==> config.mk <==
export PLATFORM = sky130hd
export DESIGN_NAME = mult8_error_sweeper_flat
export DESIGN_NICKNAME = d
export VERILOG_FILES = /design/src/rtl/mult8_error_sweeper_if.sv /design/src/rtl/mult8_error_sweeper.sv /design/src/flat_wrapper.sv
export SDC_FILE = /design/constraint.sdc
export NUM_CORES = 1
export LEC_CHECK = 0
export ABC_AREA = 1
export CORE_AREA = 2 2 216 133
export DETAILED_ROUTE_END_ITERATION = 10
export DIE_AREA = 0 0 218 135
export GPL_TIMING_DRIVEN = 1
export PLACE_DENSITY = 0.65
export SYNTH_ARGS = -nofsm -noshare
export SYNTH_HDL_FRONTEND = slang
export SYNTH_SLANG_ARGS = --single-unit
==> constraint.sdc <==
create_clock -name clk -period 7.8 [get_ports clk]
set_input_delay 1.56 -clock clk [delete_from_list [all_inputs] [get_ports clk]]
set_output_delay 1.56 -clock clk [all_outputs]
set_load 0.1 [all_outputs]
==> src/rtl/mult8_error_sweeper_if.sv <==
// Operand/product link between the error sweeper and the combinational multiplier under test.
// The sweeper owns the operands; the multiplier answers with the product in the same cycle.
interface mult8_error_sweeper_if #(
    parameter int WIDTH = 8
);
    logic [WIDTH-1:0]   mult_a;
    logic [WIDTH-1:0]   mult_b;
    logic [2*WIDTH-1:0] mult_p;

    modport master (output mult_a, output mult_b, input  mult_p);
    modport slave  (input  mult_a, input  mult_b, output mult_p);
endinterface

==> src/rtl/mult8_error_sweeper.sv <==
// Sweeps all (A,B) pairs through a candidate multiplier and accumulates |A*B - P| statistics.
// Results final 2 cycles after the last pair is captured; stall freezes operand advance only.
module mult8_error_sweeper #(
    parameter int WIDTH = 8,
    parameter int ACC_W = 32
) (
    input  logic                  clk,
    input  logic                  rst_n,
    input  logic                  start,
    input  logic                  stall,
    mult8_error_sweeper_if.master mif,
    output logic                  busy,
    output logic                  done,
    output logic [2*WIDTH:0]      err_count,
    output logic [ACC_W-1:0]      sum_ed,
    output logic [2*WIDTH-1:0]    max_ed,
    output logic [WIDTH-1:0]      max_a,
    output logic [WIDTH-1:0]      max_b
);
    localparam int PW = 2 * WIDTH;

    typedef enum logic [1:0] {
        IDLE  = 2'd0,
        SWEEP = 2'd1,
        DRAIN = 2'd2,
        DONE  = 2'd3
    } state_t;

    state_t        state;
    state_t        state_nxt;
    logic [PW-1:0] cnt;
    logic          drain_cnt;
    logic          start_acc;
    logic          step;

    logic             v1;
    logic [WIDTH-1:0] a1;
    logic [WIDTH-1:0] b1;
    logic [PW-1:0]    p1;

    logic             v2;
    logic [WIDTH-1:0] a2;
    logic [WIDTH-1:0] b2;
    logic [PW-1:0]    ed2;

    logic [PW-1:0] exact;
    logic [PW-1:0] ed_nxt;

    assign start_acc = (state == IDLE) && start;
    assign step      = (state == SWEEP) && !stall;

    // cnt wraps back to zero on the last pair, so the operands read 0 outside SWEEP
    assign mif.mult_a = cnt[PW-1:WIDTH];
    assign mif.mult_b = cnt[WIDTH-1:0];

    always_ff @(posedge clk or negedge rst_n) begin
        if (!rst_n) begin
            state <= IDLE;
        end else begin
            state <= state_nxt;
        end
    end

    always_comb begin
        state_nxt = state;
        case (state)
            IDLE:    if (start) state_nxt = SWEEP;
            SWEEP:   if (step && (cnt == '1)) state_nxt = DRAIN;
            DRAIN:   if (drain_cnt) state_nxt = DONE;
            DONE:    state_nxt = IDLE;
            default: state_nxt = IDLE;
        endcase
    end

    always_comb begin
        busy = (state == SWEEP) || (state == DRAIN);
        done = (state == DONE);
    end

    always_ff @(posedge clk or negedge rst_n) begin
        if (!rst_n) begin
            cnt       <= '0;
            drain_cnt <= 1'b0;
        end else begin
            if (start_acc) begin
                cnt <= '0;
            end else if (step) begin
                cnt <= cnt + 1'b1;
            end
            drain_cnt <= (state == DRAIN) && !drain_cnt;
        end
    end

    // S1: capture operands and returned product; stalled cycles carry no sample
    always_ff @(posedge clk or negedge rst_n) begin
        if (!rst_n) begin
            v1 <= 1'b0;
            a1 <= '0;
            b1 <= '0;
            p1 <= '0;
        end else begin
            v1 <= step;
            a1 <= cnt[PW-1:WIDTH];
            b1 <= cnt[WIDTH-1:0];
            p1 <= mif.mult_p;
        end
    end

    assign exact  = PW'(a1) * PW'(b1);
    assign ed_nxt = (exact >= p1) ? (exact - p1) : (p1 - exact);

    always_ff @(posedge clk or negedge rst_n) begin
        if (!rst_n) begin
            v2  <= 1'b0;
            a2  <= '0;
            b2  <= '0;
            ed2 <= '0;
        end else begin
            v2  <= v1;
            a2  <= a1;
            b2  <= b1;
            ed2 <= ed_nxt;
        end
    end

    // S3: strict > keeps the earliest pair in sweep order on ties
    always_ff @(posedge clk or negedge rst_n) begin
        if (!rst_n) begin
            err_count <= '0;
            sum_ed    <= '0;
            max_ed    <= '0;
            max_a     <= '0;
            max_b     <= '0;
        end else if (start_acc) begin
            err_count <= '0;
            sum_ed    <= '0;
            max_ed    <= '0;
            max_a     <= '0;
            max_b     <= '0;
        end else if (v2) begin
            err_count <= err_count + {{PW{1'b0}}, (ed2 != '0)};
            sum_ed    <= sum_ed + ACC_W'(ed2);
            if (ed2 > max_ed) begin
                max_ed <= ed2;
                max_a  <= a2;
                max_b  <= b2;
            end
        end
    end

endmodule

==> src/flat_wrapper.sv <==
// flat-port wrapper written by rule: the top's interface ports become plain ports
module mult8_error_sweeper_flat 
#(
    parameter int WIDTH = 8,
    parameter int ACC_W = 32
)
  (clk, rst_n, start, stall, busy, done, err_count, sum_ed, max_ed, max_a, max_b, mif_mult_a, mif_mult_b, mif_mult_p);
  mult8_error_sweeper_if #(.WIDTH(WIDTH)) mif_i ();
  input  logic clk;
  input  logic rst_n;
  input  logic start;
  input  logic stall;
  output logic busy;
  output logic done;
  output logic [2*WIDTH:0] err_count;
  output logic [ACC_W-1:0] sum_ed;
  output logic [2*WIDTH-1:0] max_ed;
  output logic [WIDTH-1:0] max_a;
  output logic [WIDTH-1:0] max_b;
  output wire logic [$bits(mif_i.mult_a)-1:0] mif_mult_a;
  output wire logic [$bits(mif_i.mult_b)-1:0] mif_mult_b;
  input wire logic [$bits(mif_i.mult_p)-1:0] mif_mult_p;
  assign mif_mult_a = mif_i.mult_a;
  assign mif_mult_b = mif_i.mult_b;
  assign mif_i.mult_p = mif_mult_p;
  mult8_error_sweeper #(.WIDTH(WIDTH), .ACC_W(ACC_W)) u_core (.clk(clk), .rst_n(rst_n), .start(start), .stall(stall), .mif(mif_i), .busy(busy), .done(done), .err_count(err_count), .sum_ed(sum_ed), .max_ed(max_ed), .max_a(max_a), .max_b(max_b));
endmodule
After elaboration in Yosys (flattened, before gate mapping):

Index checks and enable logic that the tools add are counted.

* bitwise operators: 0
* div/mod/pow operators: 0
* equality and inequality tests: 7
* add/subtract/negate cells: 5
* multiplexer cells: 20
* reduce and logical (&&, ||, !) cells: 14
* $lt $le $gt $ge: 2
* shift operators: 0
* multipliers: 1

Operator list (number)
* 2-to-1 mux 16 bit: 6
* 2-to-1 mux 32 bit: 2
* 2-to-1 mux 8 bit: 6
* 2-to-1 mux 17 bit: 2
* adder 32 x 16 -> 32 bit: 1
* subtractor 16 bit: 2
* adder 17 x 1 -> 17 bit: 1
* adder 16 x 1 -> 16 bit (second input constant): 1
* equality test 16 bit (second input constant): 1
* >= comparator 16 bit: 1
* greater-than comparator 16 bit: 1
* multiplier 8 x 8 -> 16 bit: 1
* nonzero test 16 bit: 1
* case mux 2 bit (4 select lines): 1
* 2-to-1 mux 2 bit: 3
* nonzero test 2 bit: 3
* equality test 2 bit (second input constant): 2
* logical AND 1 bit: 4
* != test 2 x 1 -> 1 bit (second input constant): 2
* AND reduction 3 bit: 1
* equality test 2 x 1 -> 1 bit (second input constant): 1
* logical NOT 1 bit: 2
* logical NOT 2 bit: 1
* != test 2 bit (second input constant): 1
* 2 further kinds: 2

* bits in latches: 0
* output and inout bits: 99
* logic and storage cells: 65
* input bits: 20
* ROM bits: 0
* register bits: 166
* memories kept: 0
* memory bits (writable): 0

Depth between registers and ports, before layout:

Gate-level depths: netlist (run 1).

* depth in word-level cells: 5
* gate-level depth with buffers: 28
* mapped depth without buffers: 27

Least setup slack after synthesis (run 1):

No wires, ideal clock.

* path type: register to register
* from: reg u_core.a1[0]
* to: reg u_core.ed2[14]
* setup time: 0.116 ns
* cell stages (with the launch flop): 25
* period minus slack after synthesis: 5.322 ns
* setup slack: 2.478 ns
* buffers on the path: 2
* data required time: 7.684 ns
* data arrival time: 5.205 ns
* path through: dfrtp_1 clkbuf_1 nand2_1 fa_1 fa_1 inv_1 fa_1 inv_1 fa_1 inv_1 ha_1 a21oi_1 o21ai_0 a21oi_1 o21ai_0 xor2_1 ha_1 nand2_1 nor3_1 and2_2 a21oi_4 inv_4 buf_6 nand2_1 nand2_1

* longest elaborated chain between the ends: 3
* elaborated cells between the ends (all ways): 5
* those cells by class: add/sub (2); mul (1); order compare (1); mux (1)

RTL lines
* start, declared: RTL line mult8_error_sweeper.sv:37 `logic [WIDTH-1:0] a1;`
* start signal, assigned: RTL line mult8_error_sweeper.sv:103 `a1 <= cnt[PW-1:WIDTH];`
* multiplier 8 x 8 -> 16 bit *: RTL line mult8_error_sweeper.sv:109 `assign exact = PW'(a1) * PW'(b1);`
* subtractor 16 bit or >= comparator 16 bit (tied branches): RTL line mult8_error_sweeper.sv:110 `assign ed_nxt = (exact >= p1) ? (exact - p1) : (p1 - exact);`
* 2-to-1 mux 16 bit *: RTL line mult8_error_sweeper.sv:110
* named net u_core.ed_nxt[14]: RTL line mult8_error_sweeper.sv:47 `logic [PW-1:0] ed_nxt;`
* end signal, assigned: RTL line mult8_error_sweeper.sv:122 `ed2 <= ed_nxt;`
* end, declared: RTL line mult8_error_sweeper.sv:44 `logic [PW-1:0] ed2;`

Mark *: on every way through the listed nets, which the timed path passes. The rest lies on a longest branch.
A chain may end at the register's enable or synchronous reset.

Worst setup path after layout (run 1):

* from: reg u_core.a1[1]
* to: reg u_core.ed2[9]

The elaborated chain is that of the path after synthesis.

==> run metrics, run 1 <==
vias in the first global route=9887; min cycle time layout=5900 ps; register bit total from synthesis=166; Post-CTS Setup Repair Bufs=0; wire length per cell=16.1 µm; fin crit share=75.6%; actual slew at the worst max-slew pin=1060 ps; Synth async-reset ratio=100%; Max VDD drop=0.000296 V; Worst Hold Launch=u_core.v1; Diodes inserted=0; Setup crit start kind=flip-flop; core area=27300 µm²; Via density=5.10; router iterations before antenna repair=5; Critical Path RT=8140 ps; Synth top area share=34.1%; internal power=0.00191 W; Lkg Pwr=7.73 nW; die area=29400 µm²; Slew HR=29.2%; Hold Buf Count CTS=0; Final Hold Fails=0; pin count of the biggest net entering global routing=103; worst skew pair latency=460 ps; die width=218 µm; htree depth=4; Synth Flop Type=dfrtp_1; sequential share of the synthesized area=34.1%; Total Wirelength=34000 µm; IO Count=119; synth warn=0; # setup viols final=0; synth top area cells=dfrtp_1 34%, nand2_1 14%, ha_1 11%; TritonCTS Buffers=17; post-CTS resize count=0; final max-slew violation count=0; hold_ws=371 ps; initial antenna violation count=0; Layout Nets=1902; Comb power frac=47.8%; Hold Path Class=reg2reg; Worst R2R End=u_core.ed2[9]; Worst R2R Path Depth=22; row cnt=47; Syn-to-layout area delta=16.8%; PwrDens=276 nW/µm²; DRT antenna net count=0; Post-synth EDFFs=0; Sw Ratio=51.3%; R2R setup slack=1900 ps; placed cell count=2084; Util after Layout=52.2%; Chip Height=135 µm; worst-path fanout max=17; First DRT Iteration DRCs=991; GRT Total Usage=24.1%; WHS Path Cells=0; DP Area=13600 µm²; Reg clk slew, reported paths=80 ps; RSZ-0062 raised after global routing=no; CTS tree=yes; Netlist cell types=48; Crit Path Class=reg2reg; Remaining Overflow, GRT=0; status=complete, no violations; sequential power share=29.7%; Syn Nets=1809; HPWL Detailed=26500 µm; IO Port Bufs=118; clk_skew=14.9 ps; clk buf depth=2; Starting Density=44.7%; Synth area leader=dfrtp_1; worst path arrival time=6240 ps; via count=10789; synthesized cell area=12200 µm²; Avg Inst Size Synth=7.42 µm²; non-filler cells in the finished layout=2116; proportion of layout cells with a drive suffix above 1=3.77%; first-pass GRT wire length=54700 µm; Mapped Cells=1643; Max Fclk=169 MHz; RePlAce Congestion=0.930; final non-filler cell area=14200 µm²; Sw Pwr=0.00202 W; CTS Root Buffer Type=clkbuf_16; Reg-to-Reg Start=u_core.a1[1]; DRC Markers=0; post-route setup TNS=0 ps; clock sink count=166; Critical Path Sink Type=flip-flop; Clk pwr share=22.5%; maxcap violations=0; hold endpoint=u_core.v2
[cells by family (layout without fill, tap and decap cells)]
logic type,count (synthesis),in the layout,share of synthesized area (%)
xor gates and xnor gates,31,31,2.23
adders and majority gates,146,146,17.4
DFF,166,166,34.1
buffers and inverters,335,441,10.8
and+or+nand+nor,790,790,27.5
AOI/OAI and AO/OA,175,175,8.06
[routing by layer]
metal	global-route usage, %	vias up	wire length (µm)
li1	-	5384	-
met1	38.9	5037	17800
met2	33.1	347	13600
met3	4.44	21	2340
met4	4.91	0	254
met5	0	-	0
[worst max-delay path by stage]
stage	start	endpoint	slack (ps)	cells after the start
6_report	u_core.a1[1]	u_core.ed2[9]	1900	22
5_1_grt	u_core.a1[1]	u_core.ed2[9]	1420	22
4_1_cts	u_core.b1[7]	u_core.ed2[9]	1910	22
3_5_place_dp	u_core.b1[7]	u_core.ed2[9]	1960	22
3_3_place_gp	u_core.a1[1]	u_core.ed2[13]	2080	22
2_1_floorplan	u_core.a1[0]	u_core.ed2[14]	2480	24
[registers in the layout (all words and copies together) (netlist names)]
register,count
u_core.a1,8
u_core.v2,1
u_core.b1,8
u_core.sum_ed,32
u_core.max_ed,16
u_core.ed2,16
u_core.cnt,16
u_core.err_count,17
u_core.v1,1
u_core.state,2
u_core.b2,8
u_core.p1,16
u_core.max_b,8
u_core.drain_cnt,1
u_core.max_a,8
u_core.a2,8
[power by group through the flow]
stage / Combinational (W) / Sequential [W] / Clock, W
floorplan: 0.000772 / 0.00176 / 0
global placement: 0.00184 / 0.00118 / 0
detailed placement: 0.00186 / 0.00118 / 0
CTS: 0.00187 / 0.00117 / 0.000902
global route: 0.00202 / 0.00119 / 0.000944
finish: 0.00188 / 0.00117 / 0.000885
[cells in the final DEF, fill, tap and decap left out, types with 4 or more instances in the layout]
cell type	instances
nor2_2	4
inv_8	7
nand2_2	4
and2_1	4
o21ai_0	55
inv_1	280
nor4_1	5
clkdlybuf4s50_1	117
nand2_1	467
ha_1	107
a21oi_1	92
nand3_1	105
xor2_1	26
clkbuf_16	17
xnor2_1	5
nand4_1	51
fa_1	39
inv_6	4
nor3_1	18
buf_4	7
nor2_1	119
dfrtp_1	166
[synth_stat cells (all sizes together), types with 26 or more instances]
master	n
dfrtp	166
nand2	473
ha	107
o21ai	56
fa	39
a21oi	97
inv	284
clkbuf	31
nor2	125
xor2	26
nand3	107
nand4	51
[critical path, cell delays in order (launching register included)]
cell,delay (ps)
dfrtp_1,530
nand2_1,130
fa_1,520
fa_1,540
inv_1,50
fa_1,530
inv_1,60
fa_1,520
inv_1,40
ha_1,350
a21oi_1,200
o21ai_0,100
a21oi_1,230
o21ai_0,200
xor2_1,190
ha_1,410
inv_1,160
nor3_1,80
and2_2,190
a21oi_4,410
inv_4,150
nand2_1,110
nand2_1,60
[through the flow]
stage,total power (W),setup WS [ps]
5_1_grt,0.00415,1420
4_1_cts,0.00393,1910
3_5_place_dp,0.00304,1960
2_1_floorplan,0.00253,2480
3_3_place_gp,0.00302,2080
6_report,0.00393,1900
[cell type report]
cell class	count	area, µm²
fill	2598	13000
multi-input combinational	1142	6730
clock inverter	15	176
clock buffer	17	425
inverter	284	1070
timing repair buffer	125	1230
sequential	166	4150
tap	367	459
No activity file was read; power rests on OpenSTA's default activity.
==> inputs of run 2 (changes only) <==
Clock period 7.8 ns to 5.6 ns, I/O delays scaled along.
==> run 2 against run 1 <==
Compared with the run above:
- cell count up 1.3%
- worst setup slack worse by 1700 ps
- critical endpoint is now u_core.ed2[15]
- clock-buffer cell count up 1
- first-iteration DRC count up 2.5%
- clock power up 44%
- largest cell class unchanged
==> run metrics, run 2 (synthesis results as in run 1) <==
PwrDens=377 nW/µm²; First DRT Iteration DRCs=1016; register with the most flip-flops=u_core.sum_ed; Largest register FFs=32; proportion of layout cells with a drive suffix above 1=7.49%; Layout Nets=1929; # setup viols final=0; Worst Hold Launch=u_core.v1; Power, Total=0.00554 W; hold endpoint=u_core.v2; GRT Total Usage=24.3%; Via density=5.18; maxcap violations=0; final non-filler cell area=14700 µm²; Lkg Pwr=7.87 nW; placed cell count=2104; Final Hold Fails=0; worst skew pair latency=450 ps; RSZ-0062 raised after global routing=no; Fill cells=2628; R2R setup slack=240 ps; hold_ws=362 ps; CTS tree=yes; Max VDD drop=0.000479 V; Diodes inserted=0; DRT antenna net count=0; die area=29400 µm²; fin crit share=95.8%; core area=27300 µm²; HPWL Detailed=26700 µm; RePlAce Congestion=0.991; Critical Path RT=5940 ps; first-pass GRT wire length=55600 µm; TritonCTS Buffers=17; WHS Path Cells=0; Slew HR=27.9%; router iterations before antenna repair=8; via count=11101; DRC Markers=0; clock sink count=166; Remaining Overflow, GRT=0; actual slew at the worst max-slew pin=1080 ps; Reg-to-Reg Start=u_core.a1[3]; IO Count=119; leading cell types in the layout, fill and taps excluded=463 x nand2_1, 280 x inv_1, 157 x dfrtp_1; Chip Height=135 µm; Hold Path Class=reg2reg; vias in the first global route=10248; largest registers=u_core.sum_ed (32), u_core.err_count (17); pin count of the biggest net entering global routing=103; Total Wirelength=34600 µm; die width=218 µm; worst path arrival time=5710 ps; htree depth=4; Max Fclk=186 MHz; Worst R2R End=u_core.ed2[15]; row cnt=47; min cycle time layout=5360 ps; clk buf depth=2; Critical Path Sink Type=flip-flop; Reg clk slew, reported paths=70 ps; clk_skew=7.75 ps; DP Area=13800 µm²; Crit Path Class=reg2reg; Syn-to-layout area delta=20.3%; worst-path fanout max=14; status=complete, no violations; commonest non-fill, non-tap cell in the layout=nand2_1; Starting Density=44.7%; Setup crit start kind=flip-flop; final max-slew violation count=0; Util after Layout=53.8%; Hold Buf Count CTS=0; initial antenna violation count=0; IO Port Bufs=118; non-filler cells in the finished layout=2143; CTS Root Buffer Type=clkbuf_16; wire length per cell=16.2 µm; Worst R2R Path Depth=23
-- run 2: cell count changes in the layout (fill, tap and decap cells not counted), moves of 8 or more --
cell	previous run	this run
dfrtp_1	166	157
a21oi_1	92	83
buf_4	7	32
dfrtp_2	0	9
a21oi_2	2	10
o21ai_0	55	47
-- run 2: how the worst max path moves through the flow --
stage | start | end | slack (ps) | cells past startpoint
3_3_place_gp | u_core.a1[4] | u_core.ed2[4] | 50 | 23
3_5_place_dp | u_core.a1[4] | u_core.ed2[5] | -50 | 23
2_1_floorplan | u_core.a1[0] | u_core.ed2[14] | 280 | 24
6_report | u_core.a1[3] | u_core.ed2[15] | 240 | 23
5_1_grt | u_core.a1[3] | u_core.ed2[14] | 20 | 23
4_1_cts | u_core.a1[1] | u_core.ed2[5] | 0.9 | 23
-- run 2: what timing repair did --
action | 4_1_cts | 5_1_grt
resized for setup | 5 | 48
cloned | 0 | 0
pin swaps | 1 | 6
setup endpoints to repair | 14 | 15
buffers inserted | 1 | 6
-- run 2: final cells by class --
class | count | area [µm²] | area share, %
Tap cell | 367 | 459 | 3.13
Multi-Input combinational cell | 1142 | 6910 | 47.1
Timing Repair Buffer | 152 | 1450 | 9.91
Clock inverter | 14 | 190 | 1.30
Clock buffer | 18 | 429 | 2.92
Inverter | 284 | 1070 | 7.28
Sequential cell | 166 | 4170 | 28.4
-- run 2: metrics by stage --
stage,setup TNS (ps),worst slack [ps]
after global placement,0,52.9
final,0,238
after detailed placement,-517,-53.1
after floorplan,0,278
after CTS,0,0.858
after global routing,0,23.5
-- run 2: power by group --
group          switching, W  internal (W)  total [W]
Clock              0.000552      0.000718    0.00127
Sequential         0.000243       0.00139    0.00163
Combinational       0.00199      0.000648    0.00264
Total               0.00279       0.00275    0.00554
-- run 2: metal layers --
layer | up-vias | part of all wire [%] | routed length (µm) | track usage (%)
li1 | 5409 | - | - | -
met1 | 5288 | 51 | 17700 | 38.9
met2 | 380 | 40 | 14000 | 33.3
met3 | 24 | 7.7 | 2660 | 5.05
met4 | 0 | 0.73 | 254 | 4.72
met5 | - | 0 | 0 | 0
-- run 2: critical path, cell delays in order, from the launching register on --
cell     delay, ps
dfrtp_2        480
nand2_1         90
inv_1           50
fa_1           470
fa_1           520
fa_1           540
inv_1           50
fa_1           530
inv_1           50
ha_1           350
a21oi_2        180
o21ai_1         90
a21oi_2        230
xor2_2         250
inv_1          120
ha_4           250
a21oi_2        180
o21ai_1        110
nand2_1         70
nand3_1        100
a21oi_4        260
inv_4          130
nand2_1        110
nand2_1         50
==> inputs of run 3 (changes only) <==
Settings changed: CAP_MARGIN set to 10, SLEW_MARGIN set to 25.
==> run 3 against run 2 <==
Compared with the run above:
- die area unchanged
- global-route usage is the same
- critical path depth unchanged
- non-clock buffer count stayed put
- largest power group unchanged
- highest routed layer unchanged
==> run metrics, run 3 (synthesis results as in run 1) <==
maxcap violations=0; leading cell types in the layout, fill and taps excluded=463 x nand2_1, 280 x inv_1, 157 x dfrtp_1; GRT Total Usage=24.3%; TritonCTS Buffers=17; row cnt=47; min cycle time layout=5360 ps; Final Hold Fails=0; Slew HR=29.3%; DRT antenna net count=0; vias in the first global route=10248; worst skew pair latency=450 ps; register with the most flip-flops=u_core.sum_ed; DRC Markers=0; proportion of layout cells with a drive suffix above 1=7.49%; worst path arrival time=5700 ps; actual slew at the worst max-slew pin=1060 ps; Critical Path RT=5940 ps; initial antenna violation count=0; pin count of the biggest net entering global routing=103; First DRT Iteration DRCs=1038; IO Port Bufs=118; clk_skew=8.11 ps; WHS Path Cells=0; Hold Path Class=reg2reg; IO Count=119; Lkg Pwr=7.87 nW; Syn-to-layout area delta=20.3%; final max-slew violation count=0; Largest register FFs=32; Critical Path Sink Type=flip-flop; Setup crit start kind=flip-flop; met1 GRT Util=38.9%; Max VDD drop=0.000479 V; via count=11117; grt met3 use=5.05%; R2R setup slack=240 ps; fin crit share=95.7%; # setup viols final=0; first-pass GRT wire length=55600 µm; Hold Buf Count CTS=0; CTS Root Buffer Type=clkbuf_16; commonest non-fill, non-tap cell in the layout=nand2_1; RSZ-0062 raised after global routing=no; Via density=5.19; htree depth=4; wire length per cell=16.2 µm; Worst R2R Path Depth=23; Starting Density=44.7%; Reg clk slew, reported paths=70 ps; HPWL Detailed=26700 µm; Remaining Overflow, GRT=0; die area=29400 µm²; worst-path fanout max=14; router iterations before antenna repair=6; clk buf depth=2; Max Fclk=187 MHz; routing usage on met2=33.3%; CTS tree=yes; largest registers=u_core.sum_ed (32), u_core.err_count (17); post-route setup TNS=0 ps; Worst R2R End=u_core.ed2[15]; core area=27300 µm²; Worst Hold Launch=u_core.v1; Diodes inserted=0; Crit Path Class=reg2reg; hold endpoint=u_core.v2; Total Wirelength=34600 µm; clock sink count=166; Reg-to-Reg Start=u_core.a1[3]; PwrDens=378 nW/µm²; Layout Nets=1929; status=complete, no violations; die width=218 µm; hold_ws=362 ps; Most Used Layer, Global Route=met1; Chip Height=135 µm; RePlAce Congestion=0.991
[run 3: cell counts in the layout (fill, tap and decap cells not counted)]
Identical to the previous run, type by type.
[run 3: final cells by class]
class | instances | area, µm²
sequential | 166 | 4170
fill | 2626 | 12600
timing repair buffer | 152 | 1460
multi-input combinational | 1142 | 6910
clock buffer | 18 | 429
tap | 367 | 459
inverter | 284 | 1070
clock inverter | 14 | 190
[run 3: where the power goes]
| part | internal, W | switching [W] | total, W | leakage (nW) |
|---|---|---|---|---|
| Clock | 0.000718 | 0.000553 | 0.00127 | 0.299 |
| Combinational | 0.000649 | 0.00199 | 0.00264 | 5.37 |
| Sequential | 0.00139 | 0.000242 | 0.00163 | 2.20 |
| Total | 0.00275 | 0.00279 | 0.00554 | 7.87 |
[run 3: routing by layer]
| layer | vias up | wire [µm] |
|---|---|---|
| met5 | - | 0 |
| met4 | 0 | 236 |
| met3 | 23 | 2400 |
| met2 | 364 | 14100 |
| met1 | 5310 | 17900 |
| li1 | 5420 | - |
[run 3: timing repair]
action	4_1_cts	5_1_grt
pin swaps	1	6
resized for setup	5	48
endpoints found under the setup margin	14	15
buffers inserted	1	6
[run 3: worst max-delay path, stage by stage, from the launching register on]
cell and delay [ps]:
dfrtp_2 480, nand2_1 90, inv_1 50, fa_1 470
fa_1 520, fa_1 540, inv_1 50, fa_1 530
inv_1 50, ha_1 350, a21oi_2 180, o21ai_1 90
a21oi_2 230, xor2_2 250, inv_1 120, ha_4 250
a21oi_2 180, o21ai_1 110, nand2_1 70, nand3_1 100
a21oi_4 260, inv_4 130, nand2_1 100, nand2_1 50
[run 3: worst max-delay path by stage]
| stage | start | endpoint | slack [ps] |
|---|---|---|---|
| global route | u_core.a1[3] | u_core.ed2[14] | 20 |
| finish | u_core.a1[3] | u_core.ed2[15] | 240 |
| detailed placement | u_core.a1[4] | u_core.ed2[5] | -50 |
| global placement | u_core.a1[4] | u_core.ed2[4] | 50 |
| floorplan | u_core.a1[0] | u_core.ed2[14] | 280 |
| CTS | u_core.a1[1] | u_core.ed2[5] | 0.9 |
[run 3: through the flow]
stage | power, W | instance area (µm²) | instances | setup slack (ps) | utilization, %
after global placement | 0.00422 | 13800 | 2104 | 52.9 | 50.6
final | 0.00554 | 14700 | 2143 | 238 | 53.8
after floorplan | 0.00352 | 12200 | 1643 | 278 | -
after global routing | 0.00585 | 14700 | 2143 | 23.5 | 53.8
after detailed placement | 0.00425 | 13800 | 2104 | -53.1 | 50.6
after CTS | 0.00555 | 14400 | 2137 | 0.858 | 52.9
